### src/rtl/watch_set_ctrl.sv
// Time-set control: routes UP/DOWN presses to the selected field with hold auto-repeat and release lock.
// Optional build macro WATCH_SET_ACCEL_EN shortens the repeat spacing after ACCEL_AFTER repeat ticks.
module watch_set_ctrl #(
  parameter int unsigned NUM_FIELDS    = 3,
  parameter int unsigned HOLD_DELAY    = 50_000_000,
  parameter int unsigned REPEAT_PERIOD = 10_000_000,
  parameter int unsigned ACCEL_AFTER   = 8
) (
  input  logic                          clk,
  input  logic                          rst,
  input  logic                          en,
  input  logic                          btn_up,
  input  logic                          btn_down,
  input  logic [NUM_FIELDS-1:0]         sw_sel,
  output logic [NUM_FIELDS-1:0]         tick_up,
  output logic [NUM_FIELDS-1:0]         tick_down,
  output logic [$clog2(NUM_FIELDS)-1:0] sel_idx,
  output logic                          busy
);

  localparam int unsigned IDX_W   = $clog2(NUM_FIELDS);
  localparam int unsigned CNT_MAX = (HOLD_DELAY > REPEAT_PERIOD) ? HOLD_DELAY : REPEAT_PERIOD;
  localparam int unsigned CNT_W   = (CNT_MAX > 2) ? $clog2(CNT_MAX) : 1;

  typedef enum logic [1:0] {IDLE, HOLD_WAIT, REPEAT, LOCK} state_t;

  state_t                  state;
  logic [CNT_W-1:0]        cnt;
  logic                    dir_down;
  logic                    btn_up_q;
  logic                    btn_down_q;
  logic [IDX_W-1:0]        sel_nxt;
  logic [NUM_FIELDS-1:0]   sel_mask;
  logic                    rise_up;
  logic                    rise_down;
  logic                    held;
  logic                    opposite;
  logic [CNT_W-1:0]        rep_reload;

  // Highest set select bit wins; no bit set keeps the current field
  always_comb begin
    sel_nxt = sel_idx;
    for (int i = 0; i < int'(NUM_FIELDS); i++) begin
      if (sw_sel[i]) sel_nxt = IDX_W'(i);
    end
  end

  assign sel_mask  = NUM_FIELDS'(1) << sel_nxt;
  assign rise_up   = btn_up & ~btn_up_q;
  assign rise_down = btn_down & ~btn_down_q;
  assign held      = dir_down ? btn_down : btn_up;
  assign opposite  = dir_down ? btn_up : btn_down;

`ifdef WATCH_SET_ACCEL_EN
  localparam int unsigned REP_W       = (ACCEL_AFTER > 1) ? $clog2(ACCEL_AFTER + 1) : 1;
  localparam int unsigned FAST_PERIOD = (REPEAT_PERIOD / 4 >= 1) ? REPEAT_PERIOD / 4 : 1;

  logic [REP_W-1:0] rep_cnt;
  logic [REP_W-1:0] rep_inc;

  // Repeat tick count after the tick being emitted now, saturating at ACCEL_AFTER
  always_comb begin
    rep_inc = (32'(rep_cnt) >= ACCEL_AFTER) ? rep_cnt : rep_cnt + REP_W'(1);
    rep_reload = (32'(rep_inc) >= ACCEL_AFTER) ? CNT_W'(FAST_PERIOD - 1)
                                               : CNT_W'(REPEAT_PERIOD - 1);
  end
`else
  assign rep_reload = CNT_W'(REPEAT_PERIOD - 1);
`endif

  always_ff @(posedge clk) begin
    if (rst) begin
      state      <= IDLE;
      cnt        <= '0;
      dir_down   <= 1'b0;
      btn_up_q   <= 1'b0;
      btn_down_q <= 1'b0;
      sel_idx    <= '0;
      tick_up    <= '0;
      tick_down  <= '0;
      busy       <= 1'b0;
`ifdef WATCH_SET_ACCEL_EN
      rep_cnt    <= '0;
`endif
    end else begin
      btn_up_q   <= btn_up;
      btn_down_q <= btn_down;
      sel_idx    <= sel_nxt;
      tick_up    <= '0;
      tick_down  <= '0;
      busy       <= 1'b0;
`ifdef WATCH_SET_ACCEL_EN
      rep_cnt    <= '0;
`endif
      if (!en) begin
        state <= IDLE;
        cnt   <= '0;
      end else begin
        case (state)
          IDLE: begin
            if (rise_up && rise_down) begin
              state <= LOCK;
            end else if (rise_up) begin
              if (btn_down) begin
                state <= LOCK;
              end else begin
                state    <= HOLD_WAIT;
                dir_down <= 1'b0;
                cnt      <= CNT_W'(HOLD_DELAY - 1);
                tick_up  <= sel_mask;
                busy     <= 1'b1;
              end
            end else if (rise_down) begin
              if (btn_up) begin
                state <= LOCK;
              end else begin
                state     <= HOLD_WAIT;
                dir_down  <= 1'b1;
                cnt       <= CNT_W'(HOLD_DELAY - 1);
                tick_down <= sel_mask;
                busy      <= 1'b1;
              end
            end
          end
          HOLD_WAIT, REPEAT: begin
            if (!held) begin
              state <= IDLE;
            end else if (opposite || (sel_nxt != sel_idx)) begin
              state <= LOCK;
            end else begin
              busy <= 1'b1;
              if (cnt == '0) begin
                state <= REPEAT;
                if (dir_down) tick_down <= sel_mask;
                else          tick_up   <= sel_mask;
`ifdef WATCH_SET_ACCEL_EN
                if (state == REPEAT) begin
                  cnt     <= rep_reload;
                  rep_cnt <= rep_inc;
                end else begin
                  cnt <= CNT_W'(REPEAT_PERIOD - 1);
                end
`else
                cnt <= rep_reload;
`endif
              end else begin
                cnt <= cnt - CNT_W'(1);
`ifdef WATCH_SET_ACCEL_EN
                rep_cnt <= rep_cnt;
`endif
              end
            end
          end
          LOCK: begin
            if (!btn_up && !btn_down) state <= IDLE;
          end
          default: state <= IDLE;
        endcase
      end
    end
  end

endmodule

### config.mk
export PLATFORM = sky130hd
export DESIGN_NAME = watch_set_ctrl
export DESIGN_NICKNAME = d
export VERILOG_FILES = /design/src/rtl/watch_set_ctrl.sv
export SDC_FILE = /design/constraint.sdc
export NUM_CORES = 1
export LEC_CHECK = 0
export BUFFER_PORTS_ARGS = -buffer_cell sky130_fd_sc_hd__buf_2
export CAP_MARGIN = 20
export CORE_MARGIN = 2
export CORE_UTILIZATION = 54
export CTS_BUF_LIST = sky130_fd_sc_hd__clkbuf_4
export CTS_CLUSTER_DIAMETER = 50
export DETAILED_ROUTE_END_ITERATION = 10
export PLACE_DENSITY = 0.73
export RECOVER_POWER = 50
export SYNTH_ARGS = -nofsm -noshare
export SYNTH_HDL_FRONTEND = slang
export SYNTH_SLANG_ARGS = --single-unit
### constraint.sdc
create_clock -name clk -period 4 [get_ports clk]
set_clock_uncertainty 0.05 [all_clocks]
set_input_delay 0.4 -clock clk [delete_from_list [all_inputs] [get_ports clk]]
set_output_delay 0.4 -clock clk [all_outputs]
set_load 0.01 [all_outputs]
Word-level counts from Yosys, hierarchy flattened
Index checks and enable logic that the tools add are counted.
- output and inout port bits: 9
- word-level logic and storage cells: 99
- register bits: 40
- input bits: 8
- reduce and logical (&&, ||, !) cells: 14
- bitwise logic cells: 6
- shifts and indexed selects: 1
- add/subtract/negate cells: 1
- eq/ne operators: 15
- multiplexer cells: 53
- operator list (operator ; number):
    $mux W26 ; 8
    $pmux W26 S2 ; 1
    $mux W3 ; 15
    $logic_not A26 Y1 ; 1
    $sub A26 B1 Y26 const B ; 1
    $mux W2 ; 12
    $mux W1 ; 13
    $pmux W3 S2 ; 2
    $ne A2 B2 Y1 const B ; 5
    $ne A3 B3 Y1 const B ; 3
    $ne A4 B4 Y1 const B ; 2
    $reduce_and A7 Y1 ; 1
    $pmux W2 S3 ; 1
    $reduce_and A6 Y1 ; 1
    $eq A2 B2 Y1 const B ; 2
    $not A1 Y1 ; 4
    $reduce_bool A2 Y1 ; 2
    $reduce_or A2 Y1 ; 2
    $reduce_and A3 Y1 ; 1
    $shl A1 B2 Y3 const A ; 1
    $and A1 B1 Y1 ; 2
    $eq A2 B1 Y1 const B ; 1
    $logic_and A1 B1 Y1 ; 2
    $logic_not A1 Y1 ; 2
    other kinds (5) ; 5

Logic depth before layout (Yosys ltp)
Gate-level depths: netlist of run 1.
- depth in word-level cells: 9
- gate-level depth with buffers: 13
- gate-level depth less buffers: 10

Worst setup path before layout of run 1
OpenSTA, ideal clock, no wires.
- path type: in2reg
- from: in btn_up
- to: reg cnt[20]
- arrival time: 2162 ps
- stages on the path: 12
- required time: 3834 ps
- setup time: 116 ps
- path buffers: 2
- setup slack: 1672 ps
- cell sequence: buf_2 -> inv_1 -> nor2_1 -> inv_1 -> ha_1 -> o21ai_0 -> o211a_1 -> o21a_1 -> nand2_1 -> buf_2 -> or3_1 -> o211a_1
- word-level cells in the longest chain between the ends: 4
- elaborated cells between the ends (all ways): 15
- classes of those cells: 6 x eq/ne; 5 x mux; 1 x bitwise; 3 x reduce/logical
- RTL lines (item ; line ; text):
    from (decl) ; 12 ; input logic btn_up,
    $mux W1 / $and A1 B1 Y1 (equally long branches) ; 52, 49 ;
    $logic_or A1 B1 Y1 (tied with other cells) ; 128 ; end else if (opposite || (sel_nxt != sel_idx)) begin
    $ne A2 B2 Y1 (no source line) / $mux W26 (equally long branches) ; n/a ;
    $reduce_and A7 Y1 (no source line) / $pmux W26 S2 (equally long branches) ; n/a ;
    to (signal assigned) ; 119 ; cnt <= CNT_W'(HOLD_DELAY - 1);
    to (signal assigned) ; 144 ; cnt <= rep_reload;
    to (signal assigned) ; 147 ; cnt <= cnt - CNT_W'(1);
    to (decl) ; 28 ; logic [CNT_W-1:0] cnt;
Parallel ways exist; a longest one is shown, timed or not. The select of a mux whose other input is x is not followed.
A chain may end at the register's enable or synchronous reset.

Worst setup path in the final report of run 1
- from: reg state[1]
- to: reg cnt[11]
- word-level cells in the longest chain between the ends: 4
- elaborated cells between the ends (all ways): 13
- classes of those cells: 8 x eq/ne; 1 x mux; 4 x reduce/logical
- RTL lines (item ; line ; text):
    from (decl) ; 27 ; state_t state;
    from (signal assigned) ; 73 ; state <= IDLE;
    from (signal assigned) ; 96 ; state <= IDLE;
    from (signal assigned) ; 102 ; state <= LOCK;
    $eq A2 B1 Y1 / $eq A2 B2 Y1 (equally long branches) ; 99 ; case (state)
    $reduce_or A2 Y1 ; 99 ;
    $ne A2 B2 Y1 (no source line) / $reduce_bool A2 Y1 (equally long branches) ; n/a ;
    $reduce_and A7 Y1 (no source line) ; n/a ;
    to (signal assigned) ; 109 ; cnt <= CNT_W'(HOLD_DELAY - 1);
    to (signal assigned) ; 119 ;
    to (signal assigned) ; 144 ;
Parallel ways exist; a longest one is shown, timed or not.

==> flow_metrics.tcl, run 1 <==
set metrics [dict create \
    postPlaceCellArea_um2 2399 \
    die_y_um 69.46 \
    synth-compound-area-share 0.2623 \
    avgViaCountPerCell 6.092 \
    synth_cell_types 64 \
    cts_root_buf "clkbuf_4" \
    report.final.slew_viol_count 0 \
    num_antenna_cells 0 \
    grt_max_degree 24 \
    gp_congestion 0.8523 \
    yosys_warnings 0 \
    crit_buf_inv 2 \
    yosysSeqAreaShare 0.3461 \
    post_cts_buffers 0 \
    required_ns 4.24 \
    synth_edf_count 0 \
    postCtsHoldBufs 0 \
    syn_area_um2 2313 \
    antenna_found_initial 0 \
    core_area_um2 4058 \
    hold_end "btn_up_q" \
    drive_gt1_frac 0.09428 \
    clkSinkCount 40 \
    cpMostUsedCell "inv_1" \
    r2r_start "state[1]" \
    syn_to_final_growth_pct 6.057 \
    path_class "reg2reg" \
    min_path_type "in2reg" \
    multi_input_area_um2 1361 \
    avgSynthCellArea_um2 8.117 \
    ff_latch_area_um2 800.8 \
    clock_latency_ns 0.36 \
    synth-xor-area-share 0 \
    drc 0 \
    dr.pass1.iters 4 \
    reg2reg_slack_ns 1.37 \
    clockBufferDepth 2 \
    max_cap_violations 0 \
    overflow 0 \
    relSlewSlack 0.3695 \
    synth_top_area_frac 0.3461 \
    crit_start "state[1]" \
    cp-start-kind "register" \
    drt_iter0_markers 177 \
    timing.rr.end "cnt[11]" \
    synthMuxAreaShare 0.008653 \
    cp-end-kind "register" \
    synth_top_cell_by_area "dfxtp_1" \
    leakage_nw 0.9758 \
    ctsResizeCount 0 \
    start_util 0.5702 \
    cp_slowest_stage_delay_ns 0.55 \
    drtAntennaViolNets 0 \
    synth_fa_ha_area_frac 0.03245 \
    ir_drop_mv 0.1911 \
    finalCritPeriodShare 0.6572 \
    n_fill_cell 378 \
    vias 2114 \
    fmax_mhz 380.4 \
    rsz0062_at_grt "false" \
    tightest_slew_ns 0.9438 \
    grt_pass1_vias 1901 \
    syn_nets 299 \
    dieArea_um2 4824 \
    power_density_nw_per_um2 428.6 \
    cts_tree "done" \
    critPathTopFamily "simple AND/OR/NAND/NOR gates" \
    worstHoldStart "rst" \
    ys_top_cells_by_area "dfxtp_1 35%, a21oi_1 4.3%, nor2_1 4.2%" \
    hold_viol 0 \
    synth.most_common_cell "dfxtp_1" \
    nets 310 \
    cp_slowest_cell "or4_1" \
    clkTransAtPathRegs_ns 0.14 \
    io_pins 17 \
    status "finished, final reports clean" \
    critical_path_peak_fanout 12 \
    num_rows 23 \
    hold_depth 2 \
    ctsHtreeMaxLevel 2 \
    async_reset_ff_frac 0 \
    setup_viol 0 \
    worstPathCellList "inv_1, ha_1, inv_1, a31oi_2, nand2_1, or4_1, a31oi_1" \
    tns_ns 0 \
    grt_pass1_wl_um 8983 \
    synthTopCellsByCount "40 x dfxtp_1, 26 x nor2_1, 20 x a21oi_1, 20 x nand2_1, 18 x inv_1" \
    min_period_ns 2.629 \
    reg2reg_depth 7 \
    post-dp-hpwl_um 3749 \
    grt_usage 0.2252 \
    arrival_ns 2.87 \
    drt_wl_total_um 5269 \
    synth_top_family_by_area "simple AND/OR/NAND/NOR gates" \
    synthFlopType "dfxtp_1" \
    synth_cells 285 \
    cts_buffers 5 \
    wl_per_cell_um 15.18 \
    portBuffers 16 \
    synth.ff_latch_count 40 \
    synthSimpleGateAreaFrac 0.2899 \
    die_w_um 69.46 \
    final_area_um2 2454 \
]
state kept, by name, indices dropped and copies added, names as in the netlist:
| signal | flops |
|---|---|
| btn_down_q | 1 |
| btn_up_q | 1 |
| busy | 1 |
| cnt | 26 |
| dir_down | 1 |
| sel_idx | 2 |
| state | 2 |
| tick_down | 3 |
| tick_up | 3 |
report_power, final:
group	leakage (nW)	total [mW]	switching [mW]	internal, mW
Sequential	0.326	0.449	0.0272	0.422
Combinational	0.609	0.329	0.209	0.120
Clock	0.0412	0.274	0.143	0.130
Total	0.976	1.05	0.380	0.672
metrics by stage:
stage	utilization	setup slack (ns)	cells	total power [mW]	hold slack [ns]
6_report	0.6047	1.371	347	1.051	0.2384
3_5_place_dp	0.5911	1.314	339	0.7872	0.4315
5_1_grt	0.6047	1.164	347	1.118	0.2258
2_1_floorplan	-	1.672	285	0.7141	0.4058
4_1_cts	0.6109	1.373	347	1.060	0.2215
3_3_place_gp	0.5911	1.420	339	0.7825	0.4231
worst register-to-register path: cells and delay by family, from the launching register on:
kind / cells / cell delay (ns)
adder cells (fa/ha/maj): 1 / 0.46
flip-flops: 1 / 0.38
buffers and inverters: 2 / 0.20
AND/OR/NAND/NOR: 2 / 0.93
AO/OA/AOI/OAI: 2 / 0.54
cells by family after synthesis:
family	after synthesis
compound gates	83
fa+ha+maj	6
buf+inv	32
flops	40
mux	2
simple gates	122
area by class of cell:
type                            instances  area share
Clock buffer                            5     0.01530
Clock inverter                          3     0.01734
Inverter                               18     0.02754
Multi-Input combinational cell        213      0.5548
Sequential cell                        40      0.3264
Tap cell                               50     0.02550
Timing Repair Buffer                   18     0.03315
metal layers:
metal  global-route usage  vias to the layer above  routed length, um
li1                     -                     1079                  -
met4              0.08061                        0                 39
met1               0.3312                      978               2704
met3              0.04360                        4                244
met5                    0                        -                  0
met2               0.3259                       53               2281
worst max-delay path by stage:
stage	end	cells after the start
after floorplan	cnt[20]	12
after global placement	cnt[11]	11
after detailed placement	cnt[11]	11
after CTS	cnt[11]	7
after global routing	cnt[11]	7
final	cnt[11]	7
cell usage in the layout (no fill, tap or decap), types with 2 or more instances in the layout:
master / count
o21ai_1: 3
o311a_1: 2
o211a_1: 5
nand2b_1: 4
a211oi_1: 4
o21ai_0: 10
buf_4: 2
o211ai_1: 3
nor4_1: 6
or4_1: 3
nor2b_1: 5
nand2_1: 20
nand3_1: 13
mux2i_1: 2
nor2_1: 26
o21a_1: 7
dfxtp_1: 40
o2111a_1: 2
nand4_1: 5
and3_1: 7
nor3b_1: 4
o41ai_1: 2
ha_1: 6
a221oi_1: 2
a31oi_1: 5
inv_1: 18
clkbuf_1: 11
clkbuf_4: 5
a21oi_1: 20
buf_2: 5
or3_1: 5
nor3_1: 13
Note: power is estimated with default switching activity, not from simulation.
==> run 2, diff against run 1 <==
ABC_AREA = 1   (was not set)
PLACE_DENSITY = 0.72   (was 0.73)
clock period = 2.62 ns   (was 4 ns; I/O delays follow)
==> flow_metrics.tcl, run 2 <==
set metrics [dict create \
    status "finished, final reports clean" \
    drive_gt1_frac 0.06311 \
    drt_wl_total_um 5698 \
    setup_viol 0 \
    min_period_ns 2.208 \
    antenna_found_initial 0 \
    max_cap_violations 0 \
    min_path_type "in2reg" \
    clock_latency_ns 0.36 \
    drc 0 \
    grt_pass1_wl_um 10070 \
    largest_register "cnt" \
    ff_latch_area_um2 800.8 \
    tns_ns 0 \
    synth_cells 391 \
    critical_path_peak_fanout 24 \
    drtAntennaViolNets 0 \
    synth.ff_latch_count 40 \
    num_rows 24 \
    syn_area_um2 2452 \
    synth_top_area_frac 0.3265 \
    ctsResizeCount 0 \
    synth_edf_count 0 \
    ys_top_cells_by_area "dfxtp_1 33%, nand2_1 17%, nor2_1 11%" \
    gp_congestion 0.8530 \
    die_y_um 71.39 \
    fin_ws_ns 0.4116 \
    avgSynthCellArea_um2 6.272 \
    report.final.slew_viol_count 0 \
    dr.pass1.iters 4 \
    layout_common_cells "109 x nand2_1, 69 x nor2_1, 49 x inv_1" \
    top_regs "cnt (26), tick_down (3), tick_up (3)" \
    cts_tree "done" \
    leakage_nw 1.290 \
    grt_pass1_vias 2283 \
    grt_usage 0.2468 \
    pre_cts_ws_ns 0.5218 \
    yosysSeqAreaShare 0.3265 \
    rsz0062_at_grt "false" \
    post_cts_buffers 0 \
    synthTopCellsByCount "109 x nand2_1, 69 x nor2_1, 48 x inv_1, 40 x dfxtp_1, 28 x nand3_1" \
    vias 2405 \
    arrival_ns 2.38 \
    synth_cell_types 31 \
    avgViaCountPerCell 5.183 \
    n_fill_cell 441 \
    synth_top_cell_by_area "dfxtp_1" \
    power_density_nw_per_um2 697.7 \
    io_pins 17 \
    post-dp-hpwl_um 4266 \
    tightest_slew_ns 0.5653 \
    core_area_um2 4354 \
    clockBufferDepth 2 \
    dp_cells 456 \
    dieArea_um2 5097 \
    cts_buffers 5 \
    hold_viol 0 \
    num_antenna_cells 0 \
    final_common_cell "nand2_1" \
    wl_per_cell_um 12.28 \
    start_util 0.5632 \
    cp-end-kind "register" \
    ctsHtreeMaxLevel 2 \
    required_ns 2.79 \
    multi_input_area_um2 1414 \
    final_cells 464 \
    relSlewSlack 0.6231 \
    async_reset_ff_frac 0 \
    syn_nets 405 \
    die_w_um 71.39 \
    largest_reg_flops 26 \
    finalCritPeriodShare 0.8429 \
    path_class "reg2reg" \
    ir_drop_mv 0.2900 \
    portBuffers 16 \
    clkTransAtPathRegs_ns 0.12 \
    overflow 0 \
    yosys_warnings 0 \
    cp-start-kind "register" \
    nets 425 \
    grt_max_degree 25 \
    postCtsHoldBufs 0 \
    clkSinkCount 40 \
    synth.most_common_cell "nand2_1" \
    cts_root_buf "clkbuf_4" \
    syn_to_final_growth_pct 6.633 \
    synthFlopType "dfxtp_1" \
    drt_iter0_markers 129 \
    fmax_mhz 452.8 \
]
run 2: changes by cell type after synthesis, moves of 6 or more:
| cell | delta |
|---|---|
| inv_1 | +30 |
| nor3_1 | -8 |
| nor4_1 | -6 |
| o21ai_0 | -6 |
| xor2_1 | +9 |
| nand3_1 | +16 |
| and3_1 | -7 |
| nor2_1 | +43 |
| nand2_1 | +89 |
| o21a_1 | -7 |
run 2: cell families after synthesis:
| kind of cell | after synthesis | synth area share |
|---|---|---|
| compound gates | 46 | 0.1122 |
| xor+xnor | 11 | 0.03929 |
| fa+ha+maj | 6 | 0.03061 |
| buf+inv | 58 | 0.09694 |
| flops | 40 | 0.3265 |
| simple gates | 230 | 0.3944 |
run 2: layout make-up:
type	count	area share
multi-input cells	293	0.5407
well taps	52	0.02488
flip-flops and latches	40	0.3062
clock inverters	1	0.001435
repair buffers	19	0.03206
clock buffers	7	0.02010
inverters	52	0.07464
run 2: through the flow:
step	utilization	total power [mW]	hold slack, ns	area [um2]
detailed placement	0.5920	1.502	0.3727	2577
floorplan	-	1.336	0.2844	2452
global route	0.6006	1.983	0.08968	2615
finish	0.6006	1.824	0.08250	2615
global placement	0.5920	1.491	0.3625	2577
CTS	0.6049	1.832	0.07700	2634
run 2: final timing paths:
kind | start | to | slack [ns] | cells after the start
hold / removal | rst | sel_idx[0] | 0.08 | 2
hold reg to reg | cnt[0] | cnt[0] | 0.39 | 1
setup / recovery | state[0] | cnt[6] | 0.41 | 9
setup reg to reg | state[0] | cnt[6] | 0.41 | 9
run 2: per-layer routing:
metal,part of all wire,up-vias,track usage
met5,0,-,0
met4,0.019,0,0.07757
met3,0.057,11,0.04501
met2,0.44,58,0.4074
met1,0.49,1063,0.3283
li1,-,1273,-
run 2: where the power goes:
| part | switching (mW) | leakage (nW) | total (mW) | internal, mW |
|---|---|---|---|---|
| clock | 0.207 | 0.0338 | 0.331 | 0.124 |
| sequential | 0.0357 | 0.326 | 0.684 | 0.648 |
| combinational | 0.546 | 0.930 | 0.810 | 0.264 |
run 2: critical path: stages (launching register included):
cell	delay [ns]
dfxtp_1	0.35
inv_1	0.06
ha_1	0.30
clkbuf_1	0.45
nand2_4	0.13
nand2_4	0.08
clkbuf_2	0.44
nand2_1	0.09
nand2_1	0.08
a21oi_1	0.04
==> run 3, diff against run 2 <==
ABC_AREA = 0   (was 1)
PLACE_DENSITY = 0.76   (was 0.72)
clock period = 2 ns   (was 2.62 ns; I/O delays follow)
==> flow_metrics.tcl, run 3 (synthesized netlist as in run 1, its figures left out) <==
set metrics [dict create \
    final_common_cell "buf_4" \
    dieArea_um2 4824 \
    fin_ws_ns -0.2341 \
    nets 396 \
    cts_tree "done" \
    reg2reg_slack_ns -0.23 \
    drive_gt1_frac 0.4439 \
    die_w_um 69.46 \
    clock_latency_ns 0.37 \
    final_area_um2 3570 \
    drtAntennaViolNets 0 \
    cp-end-kind "register" \
    hold_viol 0 \
    start_util 0.5702 \
    report.final.slew_viol_count 0 \
    multi_input_area_um2 1724 \
    cp-start-kind "register" \
    setup_viol 19 \
    grt_max_degree 19 \
    min_path_type "in2reg" \
    top_regs "cnt (26), tick_down (3), tick_up (3)" \
    ctsHtreeMaxLevel 2 \
    core_area_um2 4058 \
    cts_buffers 5 \
    grt_usage 0.2810 \
    relSlewSlack 0.4627 \
    tightest_slew_ns 0.8060 \
    holdWs_ns 0.02380 \
    min_period_ns 2.234 \
    worstHoldStart "rst" \
    ff_latch_area_um2 810.8 \
    wl_per_cell_um 20.98 \
    io_pins 17 \
    largest_reg_flops 26 \
    required_ns 2.21 \
    power_density_nw_per_um2 856.6 \
    num_rows 23 \
    path_class "reg2reg" \
    reg2reg_depth 6 \
    drt_wl_total_um 9083 \
    gp_congestion 0.9043 \
    fmax_mhz 447.6 \
    leakage_nw 1.496 \
    rsz0062_at_grt "true" \
    critical_path_peak_fanout 3 \
    grt_pass1_wl_um 11050 \
    status "complete, but fails checks" \
    postPlaceCellArea_um2 2974 \
    drt_iter0_markers 356 \
    final_cells 433 \
    largest_register "cnt" \
    hold_depth 2 \
    grt_pass1_vias 2403 \
    die_y_um 69.46 \
    n_fill_cell 187 \
    syn_to_final_growth_pct 54.30 \
    r2r_start "cnt[17]" \
    violations "negative setup slack" \
    portBuffers 16 \
    clkTransAtPathRegs_ns 0.14 \
    dr.pass1.iters 6 \
    max_cap_violations 0 \
    dp_cells 413 \
    clkSinkCount 40 \
    finalCritPeriodShare 1.117 \
    vias 2879 \
    arrival_ns 2.44 \
    drc 0 \
    hold_end "btn_up_q" \
    avgViaCountPerCell 6.649 \
    antenna_found_initial 0 \
    overflow 0 \
    timing.rr.end "cnt[25]" \
    cts_root_buf "clkbuf_4" \
    ir_drop_mv 0.6940 \
    clockBufferDepth 2 \
    layout_common_cells "76 x buf_4, 32 x dfxtp_1, 23 x nor2_1" \
    num_antenna_cells 0 \
    post-dp-hpwl_um 4759 \
]
run 3: cell types whose count changed in the layout (fill, tap and decap cells not counted), sizes merged, moves of 9 or more:
cell / delta
nand2: -91
buf: +83
nor2: -47
inv: -33
nand3: -16
nor3: +9
xor2: -9
run 3: critical path: stages, from the launching register on:
cell	delay, ns
dfxtp_2	0.35
or4_4	0.54
or2_4	0.27
or3_4	0.36
nor3_4	0.19
nor3b_2	0.26
o32ai_2	0.10
run 3: worst max-delay path by stage:
stage,from,endpoint,depth (start not counted)
floorplan,cnt[17],cnt[25],6
global placement,sw_sel[1],cnt[25],7
detailed placement,sw_sel[1],cnt[25],8
CTS,cnt[17],cnt[25],6
global route,cnt[4],cnt[25],6
finish,cnt[17],cnt[25],6
run 3: area by class of cell:
type	count	area share
Sequential cell	40	0.2271
Tap cell	50	0.01753
Multi-Input combinational cell	213	0.4830
Clock buffer	5	0.01052
Inverter	18	0.01893
Timing Repair Buffer	104	0.2177
Clock inverter	3	0.02524
run 3: routing by layer:
metal  routed length (um)  global-route usage  vias to the layer above
li1                     -                   -                     1244
met1                 3476              0.3859                     1353
met2                 4221              0.4476                      221
met3                  925             0.05087                       61
met4                  459             0.08932                        0
met5                    0                   0                        -
run 3: repair_timing:
| item | in CTS | in global routing |
|---|---|---|
| gates cloned | 0 | 1 |
| hold buffers | 0 | 0 |
| endpoints found under the setup margin | 22 | 26 |
| buffers inserted | 2 | 9 |
| pin swaps | 4 | 24 |
| gates resized for setup | 22 | 61 |
run 3: metrics by stage:
stage	worst slack [ns]	TNS (ns)	util	total power [mW]
3_3_place_gp	-0.09607	-0.4367	0.7330	1.810
6_report	-0.2341	-1.405	0.8797	3.058
4_1_cts	-0.1300	-0.1853	0.7906	2.690
2_1_floorplan	-0.04911	-0.09081	-	1.436
5_1_grt	-0.2724	-3.320	0.8797	3.136
3_5_place_dp	-0.1279	-0.9492	0.7330	1.831
run 3: power by group:
part           internal, mW  leakage (nW)  switching (mW)
combinational         0.605          1.10           0.757
sequential            0.846         0.329          0.0372
clock                 0.515        0.0654           0.299
total                  1.97          1.50            1.09
